**config.mk**
```make
export PLATFORM = sky130hd
export DESIGN_NAME = mem_stage
export DESIGN_NICKNAME = d
export VERILOG_FILES = /design/src/rtl/riscv_pkg.sv /design/src/rtl/mem_lane_fmt.sv /design/src/rtl/mem_stage.sv
export SDC_FILE = /design/constraint.sdc
export NUM_CORES = 1
export LEC_CHECK = 0
export CAP_MARGIN = 0
export CORE_ASPECT_RATIO = 0.7
export CORE_MARGIN = 10
export CORE_UTILIZATION = 33
export DETAILED_ROUTE_END_ITERATION = 10
export PLACE_DENSITY = 0.88
export SLEW_MARGIN = 15
export SYNTH_ARGS = -nofsm -noshare
export SYNTH_HDL_FRONTEND = slang
export SYNTH_SLANG_ARGS = --single-unit
export TNS_END_PERCENT = 5
```
**constraint.sdc**
```tcl
create_clock -name clk -period 1.6 [get_ports clk]
set_input_delay 0.32 -clock clk [delete_from_list [all_inputs] [get_ports clk]]
set_output_delay 0.32 -clock clk [all_outputs]
set_load 0.01 [all_outputs]
```
**src/rtl/riscv_pkg.sv**
```systemverilog
// Shared types for the memory-access stage: access sizes, FSM states, M/WB bundle.
package riscv_pkg;

    localparam int unsigned XLEN   = 32;
    localparam int unsigned REG_AW = 5;
    localparam int unsigned BE_W   = XLEN / 8;

    typedef enum logic [1:0] {
        MEM_B = 2'd0,
        MEM_H = 2'd1,
        MEM_W = 2'd2
    } mem_size_t;

    typedef enum logic [1:0] {
        IDLE = 2'd0,
        REQ  = 2'd1,
        WAIT = 2'd2
    } mem_state_t;

    typedef struct packed {
        logic              valid;
        logic [REG_AW-1:0] rd_addr;
        logic [XLEN-1:0]   wb_data;
        logic              wb_en;
    } wb_bundle_t;

    // Encoding 3 is treated as a word access.
    function automatic mem_size_t decode_size(input logic [1:0] raw);
        case (raw)
            2'd0:    return MEM_B;
            2'd1:    return MEM_H;
            default: return MEM_W;
        endcase
    endfunction

    function automatic logic is_misaligned(input mem_size_t size, input logic [1:0] a);
        case (size)
            MEM_H:   return a[0];
            MEM_W:   return (a != 2'b00);
            default: return 1'b0;
        endcase
    endfunction

endpackage

```
**src/rtl/mem_lane_fmt.sv**
```systemverilog
// Byte-lane formatting: byte enables and store replication toward the bus,
// lane extraction and sign/zero extension of load data coming back.
module mem_lane_fmt
    import riscv_pkg::*;
(
    input  mem_size_t         size,
    input  logic [1:0]        addr_lo,
    input  logic              is_unsigned,
    input  logic [XLEN-1:0]   store_data,
    input  logic [XLEN-1:0]   rdata,
    output logic [BE_W-1:0]   be_c,
    output logic [XLEN-1:0]   wdata_c,
    output logic [XLEN-1:0]   load_data_c
);

    logic [7:0]  lane_b;
    logic [15:0] lane_h;

    // Lane pick; half accesses only look at addr_lo[1], forcing natural alignment.
    always_comb begin
        lane_b = rdata[7:0];
        case (addr_lo)
            2'd0:    lane_b = rdata[7:0];
            2'd1:    lane_b = rdata[15:8];
            2'd2:    lane_b = rdata[23:16];
            default: lane_b = rdata[31:24];
        endcase
        lane_h = addr_lo[1] ? rdata[31:16] : rdata[15:0];
    end

    always_comb begin
        be_c        = 4'hF;
        wdata_c     = store_data;
        load_data_c = rdata;
        case (size)
            MEM_B: begin
                be_c        = BE_W'(4'b0001 << addr_lo);
                wdata_c     = {4{store_data[7:0]}};
                load_data_c = is_unsigned ? {24'h0, lane_b} : {{24{lane_b[7]}}, lane_b};
            end
            MEM_H: begin
                be_c        = addr_lo[1] ? 4'b1100 : 4'b0011;
                wdata_c     = {2{store_data[15:0]}};
                load_data_c = is_unsigned ? {16'h0, lane_h} : {{16{lane_h[15]}}, lane_h};
            end
            default: begin
                be_c        = 4'hF;
                wdata_c     = store_data;
                load_data_c = rdata;
            end
        endcase
    end

endmodule

```
**src/rtl/mem_stage.sv**
```systemverilog
// Memory-access pipeline stage: data-bus handshake FSM, load formatting, M/WB register.
// Optional build macro MEM_MISALIGN_TRAP_EN turns misaligned half/word accesses into flagged no-ops.
module mem_stage
    import riscv_pkg::*;
(
    input  logic              clk,
    input  logic              rst,
    input  logic              valid_in,
    input  logic [4:0]        rd_addr_in,
    input  logic [31:0]       alu_result_in,
    input  logic [31:0]       store_data_in,
    input  logic              mem_read_in,
    input  logic              mem_write_in,
    input  logic [1:0]        mem_size_in,
    input  logic              mem_unsigned_in,
    input  logic              writeback_en_in,
    output logic              dmem_req,
    output logic              dmem_we,
    output logic [31:0]       dmem_addr,
    output logic [31:0]       dmem_wdata,
    output logic [3:0]        dmem_be,
    input  logic              dmem_gnt,
    input  logic              dmem_rvalid,
    input  logic [31:0]       dmem_rdata,
    output logic              stall_out,
    output logic              valid_out,
    output logic [4:0]        rd_addr_out,
    output logic [31:0]       wb_data_out,
`ifdef MEM_MISALIGN_TRAP_EN
    output logic              misalign_out,
`endif
    output logic              writeback_en_out
);

    mem_state_t        state_q, state_d;
    wb_bundle_t        wb_q, wb_d;
    mem_size_t         size_c;
    logic              misalign_c;
    logic              mem_op_c;
    logic              req_c;
    logic              complete_c;
    logic [BE_W-1:0]   be_c;
    logic [XLEN-1:0]   wdata_c;
    logic [XLEN-1:0]   load_data_c;

    assign size_c = decode_size(mem_size_in);

`ifdef MEM_MISALIGN_TRAP_EN
    logic misalign_q, misalign_d;
    assign misalign_c = valid_in & (mem_read_in | mem_write_in)
                      & is_misaligned(size_c, alu_result_in[1:0]);
`else
    assign misalign_c = 1'b0;
`endif

    // Misaligned accesses (trap build only) never reach the bus.
    assign mem_op_c = rst & valid_in & (mem_read_in | mem_write_in) & ~misalign_c;

    mem_lane_fmt u_lane_fmt (
        .size        (size_c),
        .addr_lo     (alu_result_in[1:0]),
        .is_unsigned (mem_unsigned_in),
        .store_data  (store_data_in),
        .rdata       (dmem_rdata),
        .be_c        (be_c),
        .wdata_c     (wdata_c),
        .load_data_c (load_data_c)
    );

    always_ff @(posedge clk) begin
        if (!rst) state_q <= IDLE;
        else      state_q <= state_d;
    end

    // Handshake: IDLE issues, REQ waits for grant, WAIT waits for read data.
    always_comb begin
        state_d    = state_q;
        req_c      = 1'b0;
        complete_c = 1'b0;
        case (state_q)
            IDLE: begin
                if (mem_op_c) begin
                    req_c = 1'b1;
                    if (dmem_gnt) begin
                        if (mem_write_in) complete_c = 1'b1;
                        else              state_d    = WAIT;
                    end else begin
                        state_d = REQ;
                    end
                end
            end
            REQ: begin
                req_c = 1'b1;
                if (dmem_gnt) begin
                    if (mem_write_in) begin
                        complete_c = 1'b1;
                        state_d    = IDLE;
                    end else begin
                        state_d = WAIT;
                    end
                end
            end
            WAIT: begin
                if (dmem_rvalid) begin
                    complete_c = 1'b1;
                    state_d    = IDLE;
                end
            end
            default: state_d = IDLE;
        endcase
        if (!rst) begin
            req_c      = 1'b0;
            complete_c = 1'b0;
        end
    end

    assign dmem_req   = req_c;
    assign dmem_we    = req_c & mem_write_in;
    assign dmem_addr  = {alu_result_in[31:2], 2'b00};
    assign dmem_wdata = wdata_c;
    assign dmem_be    = req_c ? be_c : 4'h0;
    assign stall_out  = mem_op_c & ~complete_c;

    // A stalled slot becomes a bubble; completed or non-memory slots carry their result.
    always_comb begin
        wb_d = '0;
        if (valid_in && !stall_out) begin
            wb_d.valid   = 1'b1;
            wb_d.rd_addr = rd_addr_in;
            wb_d.wb_en   = writeback_en_in & (rd_addr_in != 5'd0) & ~misalign_c;
            wb_d.wb_data = (mem_op_c & mem_read_in) ? load_data_c : alu_result_in;
        end
    end

    always_ff @(posedge clk) begin
        if (!rst) wb_q <= '0;
        else      wb_q <= wb_d;
    end

`ifdef MEM_MISALIGN_TRAP_EN
    assign misalign_d = valid_in & ~stall_out & misalign_c;

    always_ff @(posedge clk) begin
        if (!rst) misalign_q <= 1'b0;
        else      misalign_q <= misalign_d;
    end

    assign misalign_out = misalign_q;
`endif

    assign valid_out        = wb_q.valid;
    assign rd_addr_out      = wb_q.rd_addr;
    assign wb_data_out      = wb_q.wb_data;
    assign writeback_en_out = wb_q.wb_en;

endmodule

```
# Yosys cells after proc, flatten, opt, wreduce, memory -nomap -nowiden
# Index checks and enable logic that the tools add are counted.
dict set report totals {
  in_bits 112
  word_cells 61
  regBits 41
}
dict set report op_classes {
  n_reduce_logical 9
  n_shift 1
  n_eq_ne 10
  muxes 28
  n_bitwise 8
}
# cell count
set ops {}
lappend ops {{$pmux W32 S2} 2}
lappend ops {{$mux W32} 3}
lappend ops {{$mux W39} 1}
lappend ops {{$pmux W8 S3} 1}
lappend ops {{$mux W16} 1}
lappend ops {{$mux W2} 6}
lappend ops {{$eq A2 B1 Y1 const B} 4}
lappend ops {{$logic_not A2 Y1} 4}
lappend ops {{$mux W4} 2}
lappend ops {{$pmux W4 S2} 1}
lappend ops {{$mux W1} 7}
lappend ops {{$and A1 B1 Y1} 6}
lappend ops {{$ne A2 B2 Y1 const B} 3}
lappend ops {{$pmux W2 S3} 1}
lappend ops {{$reduce_bool A5 Y1} 1}
lappend ops {{$eq A2 B2 Y1 const B} 2}
lappend ops {{$pmux W2 S2} 1}
lappend ops {{$reduce_and A4 Y1} 1}
lappend ops {{$shl A1 B2 Y4 const A} 1}
lappend ops {{$ne A3 B3 Y1 const B} 1}
lappend ops {{$pmux W1 S3} 1}
lappend ops {{$pmux W1 S2} 1}
lappend ops {{$reduce_and A2 Y1} 1}
lappend ops {{$logic_and A1 B1 Y1} 1}
lappend ops {{3 further kinds} 3}

# Logic depth before layout (Yosys ltp)
# Gate-level depths: netlist of the first run.
dict set report logic_depth {
  depth_word 10
  depth_mapped 7
  mapped_depth_nobuf 4
}

# Modules after synthesis
# From an unflattened synthesis of the first run, not the netlist that was laid out.
dict set report unflattened {
  hier_cells 392
  hier_area_um2 3337.0
}
# mod instances seq_area_each_um2 area_each_um2 cells_per_inst
set modules_own_cells {}
lappend modules_own_cells {mem_stage 1 820.8 2153.3 222}
lappend modules_own_cells {mem_lane_fmt 1 0.0 1183.6 170}

# Worst setup path before layout of the first run
# Ideal clock, no wire load.
dict set report synth_timing {
  path_type {input port to output port}
  from {input port mem_size_in[0]}
  to {output port dmem_wdata[10]}
  arrival_time_ps 1197
  n_path_buf 1
  path_slack_ps 83
  path_stages 3
  t_required_ps 1280
  path_cell_list {buf_2 -> nor2_2 -> mux2_2}
}
dict set report synth_between {
  elab_chain_cells 4
}
# element line_no
set synth_rtl {}
lappend synth_rtl {{start: declaration} mem_stage.sv:14} ;# input logic [1:0] mem_size_in,
lappend synth_rtl {{$eq A2 B1 Y1 / $logic_not A2 Y1 (equally long branches)} riscv_pkg.sv:29} ;# case (raw)
lappend synth_rtl {{$pmux W2 S2 *} riscv_pkg.sv:29}
lappend synth_rtl {{$eq A2 B1 Y1 / $logic_not A2 Y1 (equally long branches)} mem_lane_fmt.sv:35} ;# case (size)
lappend synth_rtl {{$pmux W32 S2 *} mem_lane_fmt.sv:35}
lappend synth_rtl {{end: declaration} mem_stage.sv:20} ;# output logic [31:0] dmem_wdata,
# Mark *: on every way between the ends. The rest lies on a longest branch, timed or not.

# Worst setup path in the final report of the first run
dict set report layout_timing {
  from {input port rst}
  to {output port dmem_we}
}
dict set report layout_between {
  elab_chain_cells 6
}
# element line_no
set layout_rtl {}
lappend layout_rtl {{start: declaration} mem_stage.sv:7} ;# input logic rst,
lappend layout_rtl {{$and A1 B1 Y1 (2 in a row)} mem_stage.sv:57} ;# assign mem_op_c = rst & valid_in & (mem_read_in | mem_write_in) & ~misalign_c;
lappend layout_rtl {{$mux W1} mem_stage.sv:82} ;# if (mem_op_c) begin
lappend layout_rtl {{$pmux W1 S2} mem_stage.sv:80} ;# case (state_q)
lappend layout_rtl {{$mux W1 *} mem_stage.sv:111} ;# if (!rst) begin
lappend layout_rtl {{$and A1 B1 Y1 *} mem_stage.sv:118} ;# assign dmem_we = req_c & mem_write_in;
lappend layout_rtl {{end: declaration} mem_stage.sv:18} ;# output logic dmem_we,
# Marks and branches as above.

==> results of run 1 <==
## flip-flops by register name, summed over array words and instances (netlist names)
signal and flops:
state_q 2, valid_out 1, rd_addr_out 5, wb_data_out 32
writeback_en_out 1
## where the power goes
group / total [mW] / switching [mW] / internal [mW]
Combinational: 1.16 / 0.502 / 0.660
Clock: 1.05 / 0.389 / 0.660
Sequential: 1.09 / 0.0171 / 1.08
## final timing paths
check	to	slack, ns	cells after the start
worst min-delay path	state_q[0]$_SDFFE_PN0P_	0.43	2
worst max register to register	wb_data_out[15]$_SDFF_PN0_	0.12	6
worst min register to register	state_q[0]$_SDFFE_PN0P_	0.55	1
worst max-delay path	dmem_we	0.02	7
## synth_stat cells, types with 2 or more instances
master    number
a21oi_1       39
mux2i_1       16
dfxtp_1       41
o21a_1         4
a22o_1         8
nand3b_1       3
and3_1         2
buf_6          5
mux2_2        16
a22oi_1        7
o21ai_0       36
nor3_1         5
nor2b_1        4
buf_2          7
a221oi_1       8
clkbuf_1      10
nand2_1       10
nor2_1        14
buf_4         43
nor4b_1        2
o21ai_1        3
a21oi_2       10
and2_1         7
## worst reg2reg max path, cell delays in order (launching register included)
cell and delay [ns]:
dfxtp_1 0.36, nand3b_1 0.20, buf_4 0.16, a31oi_4 0.19, buf_12 0.19, o211ai_1 0.14
a21oi_1 0.17
## per-stage QoR
stage,hold slack [ns],area [sq um]
5_1_grt,0.421,5100
4_1_cts,0.423,5100
6_report,0.429,5100
3_3_place_gp,0.493,5060
2_1_floorplan,0.399,2750
3_5_place_dp,0.542,5060
## cells in the final DEF (no fill, tap or decap), types with 11 or more instances in the layout
master	instances
a21oi_1	38
a21oi_2	11
buf_2	24
buf_4	49
clkdlybuf4s50_1	138
dfxtp_1	40
dlygate4sd2_1	42
mux2_2	16
mux2i_1	16
nor2_1	13
o21ai_0	32
## metal layers
layer,wire length [um],vias up
met1,5230,1462
met3,1180,10
met5,0,-
met4,106,0
met2,6480,138
li1,-,1554
## what timing repair did
action / in CTS / in global routing
setup buffers: 2 / 0
pin swaps: 2 / 3
endpoints found under the setup margin: 101 / 34
resized for setup: 179 / 12
cloned: 0 / 0
## area by class of cell
| class | instances | area, sq um |
|---|---|---|
| clock buffer | 7 | 153 |
| clock inverter | 1 | 5.00 |
| fill | 745 | 2870 |
| inverter | 1 | 3.75 |
| multi-input combinational | 212 | 1480 |
| sequential | 41 | 822 |
| tap | 101 | 126 |
| timing repair buffer | 275 | 2510 |
## logic make-up (layout without fill, tap and decap cells)
kind of cell | Yosys count | in the layout
multiplexers | 33 | 33
AO/OA/AOI/OAI | 123 | 123
buffers and inverters | 66 | 284
flip-flops | 41 | 41
AND/OR/NAND/NOR | 54 | 54
other | 1 | 2
==> run metrics, run 1 <==
setup ws final=0.0189 ns; Worst Path Arrival=1.26 ns; Max Freq=0.632 GHz; placed cell count=628; async set-reset flop share out of synthesis=0; startpoint types=input port; PD cells=648 mW/mm^2; EDFF count, synth=0; area delta synth->final=86.1%; Post-Place Setup Slack=-0.785 ns; Post-Syn Area=0.00274 sq mm; Setup crit end kind=output pin; Synth Area in Simple Gates=0.107; number of global-route vias before repair=3394; vias per cell=4.96; Final Skew=0.00332 ns; width of the chip=129 um; CTS root buf=clkbuf_16; Starting Density=0.344; Most used DFF post-synth=dfxtp_1; hold_sp=dmem_gnt; final WL=13000 um; Routed Antenna Nets=0; biggest area consumer among synthesized cells=dfxtp_1; CP Max Fanout=6; grt met1 use=0.223; top post-synthesis cells by area=dfxtp_1, buf_4, a21oi_1; Synth cell types=41; Ys Warns=0; crit share post-route=0.988; sum of negative setup slack=0 ns; routed vias=3164; Slowest cell on crit path=clkdlybuf4s15_1; leakage power total=2.16 nW; DRC Markers=0; Synth Area in Compound Gates=0.294; final hold vios=0; nets=648; WL/cell=20.4 um; die height=96.3 um; Worst R2R Start=state_q[1]$_SDFFE_PN0P_; Core Area=0.00797 sq mm; first drt pass iteration count=4; I/O pin total=222; antenna violations before repair=0; post-synth top area share=0.299; CP Cell Sequence=clkdlybuf4s15_1, buf_4, a21oi_2, nor2_1, buf_4, and2_1, buf_2; Min-Delay Path Class=input port to flip-flop; post-synthesis register bit count=41; max incr delay on CP=0.19 ns; delay-heaviest family, CP=buffers and inverters; number of CTS-inserted buffers=5; total grt overflow=0; sequential share of the synthesized area=0.299; Hold Buf Count CTS=0; Cell Rows=27; post-synthesis mux area share=0.132; GR Util met3=0.0780; most used cell, CP=buf_4; layout cell share with drive strength beyond 1=0.246; Final Max Tran Viols=0; Total Routing Usage GR=0.199; die area=0.0124 sq mm; Setup Viol. Count Final=0; Synth Instances=318; global-route wire length before repair=19300 um; Final Core Density=0.640; H-tree depth=2; synthesized-area fraction occupied by adder cells=0; largest family of logic cells by synthesized area=compound AO/OA/AOI/OAI gates; outcome=finished clean; total power=3.30 mW; worst endpoint required time=1.28 ns; Peak supply drop=0.464 mV; RSZ-0062 raised after global routing=true; largest net degree at the start of global routing=35; crit path from=rst; DP Wirelength=11000 um; busiest grt layer=met2; Worst Path Buf+Inv=4; post-route minimum period=1.58 ns; Clock transition at path regs=0.06 ns; gpl congestion=0.803; n_diodes=0; DR iter-0 viols=150; maxcap violations=0; CTS tree=done; worst skew pair latency=0.28 ns; clock sink count=41; Longest Clk Path Bufs=2; M2 GR Usage=0.358; Mean Syn Cell Area=8.62 sq um; Post-Synth XOR/XNOR Area=0; critical path class=input port to output pin; fin cells=638; IO Port Bufs=219
Power figures use the tool's default switching activity.
==> run 2, diff against run 1 <==
--- a/config.mk
+++ b/config.mk
@@ -10,6 +10,7 @@
 export CORE_MARGIN = 10
 export CORE_UTILIZATION = 33
 export DETAILED_ROUTE_END_ITERATION = 10
+export MAX_ROUTING_LAYER = met4
 export PLACE_DENSITY = 0.88
 export SLEW_MARGIN = 15
 export SYNTH_ARGS = -nofsm -noshare
==> run 2 against run 1 <==
  * Worst setup slack is essentially flat
  * Register-to-register slack is essentially flat
  * Sequential share of layout area barely moved
  * Sequential cell count unchanged
  * Non-clock buffer count is the same
  * Critical path type unchanged
  * Critical endpoint unchanged
  * Largest cell class unchanged
==> run metrics, run 2 (synthesized netlist as in run 1, its figures left out) <==
worst endpoint required time=1.28 ns (about the same); metal3 WL=1090 um (was 1180 um); DRC Markers=0 (unchanged); setup ws final=0.0190 ns (was 0.0189 ns); DRT met1 WL=5260 um (was 5230 um); fin cells=638 (unchanged); die area=0.0124 sq mm (unchanged); number of global-route vias before repair=3411 (was 3394); critical path class=input port to output pin (unchanged); leading cell type in the layout, fill and taps excluded=clkdlybuf4s50_1 (unchanged); final hold vios=0 (unchanged); number of CTS-inserted buffers=5 (unchanged); layout cell share with drive strength beyond 1=0.246 (unchanged); routed wl met2=6510 um (was 6480 um); Slowest cell on crit path=clkdlybuf4s15_1 (unchanged); CP Max Fanout=6 (unchanged); DP Wirelength=11000 um (unchanged); largest net degree at the start of global routing=35 (unchanged); Setup Viol. Count Final=0 (unchanged); routed vias=3159 (was 3164); nets=648 (unchanged); WL/cell=20.3 um (was 20.4 um); startpoint types=input port (unchanged); gpl congestion=0.815 (was 0.803); first drt pass iteration count=4 (unchanged); PD cells=647 mW/mm^2 (was 648 mW/mm^2); Hold Buf Count CTS=0 (unchanged); Core Area=0.00797 sq mm (unchanged); commonest non-fill, non-tap cells in the layout=clkdlybuf4s50_1, buf_4, dlygate4sd2_1 (unchanged); leakage power total=2.15 nW (was 2.16 nW); Final Skew=0.00278 ns (was 0.00332 ns); Final Max Tran Viols=0 (unchanged); total power=3.30 mW (about the same); vias per cell=4.95 (was 4.96); delay-heaviest family, CP=buffers and inverters (unchanged); Post-Place Setup Slack=-0.785 ns (unchanged); clock sink count=41 (unchanged); Total Routing Usage GR=0.205 (was 0.199); Worst Path Arrival=1.26 ns (about the same); width of the chip=129 um (unchanged); Setup crit end kind=output pin (unchanged); maxcap violations=0 (unchanged); CTS tree=done (unchanged); n_diodes=0 (unchanged); Longest Clk Path Bufs=2 (unchanged); CP Cell Sequence=clkdlybuf4s15_1, buf_4, a21oi_2, nor2_1, buf_4, and2_1, buf_2 (unchanged); post-route minimum period=1.58 ns (about the same); I/O pin total=222 (unchanged); die height=96.3 um (unchanged); area delta synth->final=86.0% (was 86.1%); placed cell count=628 (unchanged); fin area=0.00510 sq mm (about the same); hold slack final=0.426 ns (was 0.429 ns); crit share post-route=0.988 (about the same); top routing layer in use=met4 (unchanged); most used cell, CP=buf_4 (unchanged); IO Port Bufs=219 (unchanged); antenna violations before repair=0 (unchanged); Min-Delay Path Class=input port to flip-flop (unchanged); Routed Antenna Nets=0 (unchanged); global-route wire length before repair=19200 um (was 19300 um); Peak supply drop=0.463 mV (was 0.464 mV); Largest register FFs=32 (unchanged); H-tree depth=2 (unchanged); Clock transition at path regs=0.06 ns (about the same); CTS root buf=clkbuf_16 (unchanged); worst skew pair latency=0.28 ns (about the same); Max Freq=0.633 GHz (was 0.632 GHz); max incr delay on CP=0.19 ns (about the same); RSZ-0062 raised after global routing=true (unchanged); Cell Rows=27 (unchanged); total grt overflow=0 (unchanged); DR iter-0 viols=158 (was 150); Starting Density=0.344 (unchanged); outcome=finished clean (unchanged); Worst Path Buf+Inv=4 (unchanged); final WL=13000 um (about the same); Placement Cell Area=0.00506 sq mm (unchanged)
-- run 2: worst reg2reg max path: cells and delay by family, from the launching register on --
kind / cells / cell delay [ns]
compound gates: 3 / 0.50
buf+inv: 2 / 0.35
flops: 1 / 0.36
simple gates: 1 / 0.20
-- run 2: power breakdown --
| part | switching (mW) | leakage (nW) | internal (mW) |
|---|---|---|---|
| Combinational | 0.500 | 1.73 | 0.660 |
| Clock | 0.387 | 0.0799 | 0.660 |
| Sequential | 0.0171 | 0.338 | 1.08 |
| Total | 0.904 | 2.15 | 2.40 |
-- run 2: cell type report --
class / count / area, sq um
multi-input combinational: 212 / 1480
tap: 101 / 126
sequential: 41 / 822
inverter: 1 / 3.75
timing repair buffer: 275 / 2510
clock inverter: 1 / 5.00
clock buffer: 7 / 153
fill: 746 / 2870
-- run 2: path summary, 6_finish.rpt --
| kind | from | endpoint | slack, ns | cells after the start |
|---|---|---|---|---|
| worst max-delay path | rst | dmem_we | 0.02 | 7 |
| worst min-delay path | dmem_gnt | state_q[0]$_SDFFE_PN0P_ | 0.43 | 2 |
| worst max register to register | state_q[1]$_SDFFE_PN0P_ | wb_data_out[15]$_SDFF_PN0_ | 0.13 | 6 |
| worst min register to register | state_q[1]$_SDFFE_PN0P_ | state_q[0]$_SDFFE_PN0P_ | 0.55 | 1 |
-- run 2: layer usage --
metal / up-vias / global-route usage
li1: 1557 / -
met1: 1458 / 0.230
met2: 136 / 0.357
met3: 8 / 0.0675
met4: 0 / 0.0302
met5: - / -
-- run 2: repair_timing --
action / CTS / global route
resized for setup: 179 / 11
buffers inserted: 2 / 0
setup endpoints to repair: 101 / 33
pin swaps: 2 / 3
-- run 2: through the flow --
step,utilization,TNS [ns]
after floorplan,-,0
after global placement,0.635,-34.91
after detailed placement,0.635,-39.53
after CTS,0.640,0
after global routing,0.640,-0.0354
final,0.640,0
==> run 3, diff against run 2 <==
--- a/config.mk
+++ b/config.mk
@@ -9,6 +9,7 @@
 export CORE_ASPECT_RATIO = 0.7
 export CORE_MARGIN = 10
 export CORE_UTILIZATION = 33
+export CTS_CLUSTER_SIZE = 14
 export DETAILED_ROUTE_END_ITERATION = 10
 export MAX_ROUTING_LAYER = met4
 export PLACE_DENSITY = 0.88
==> results of run 3 <==
Final layout, timing and power as in run 2 (identical DEF).
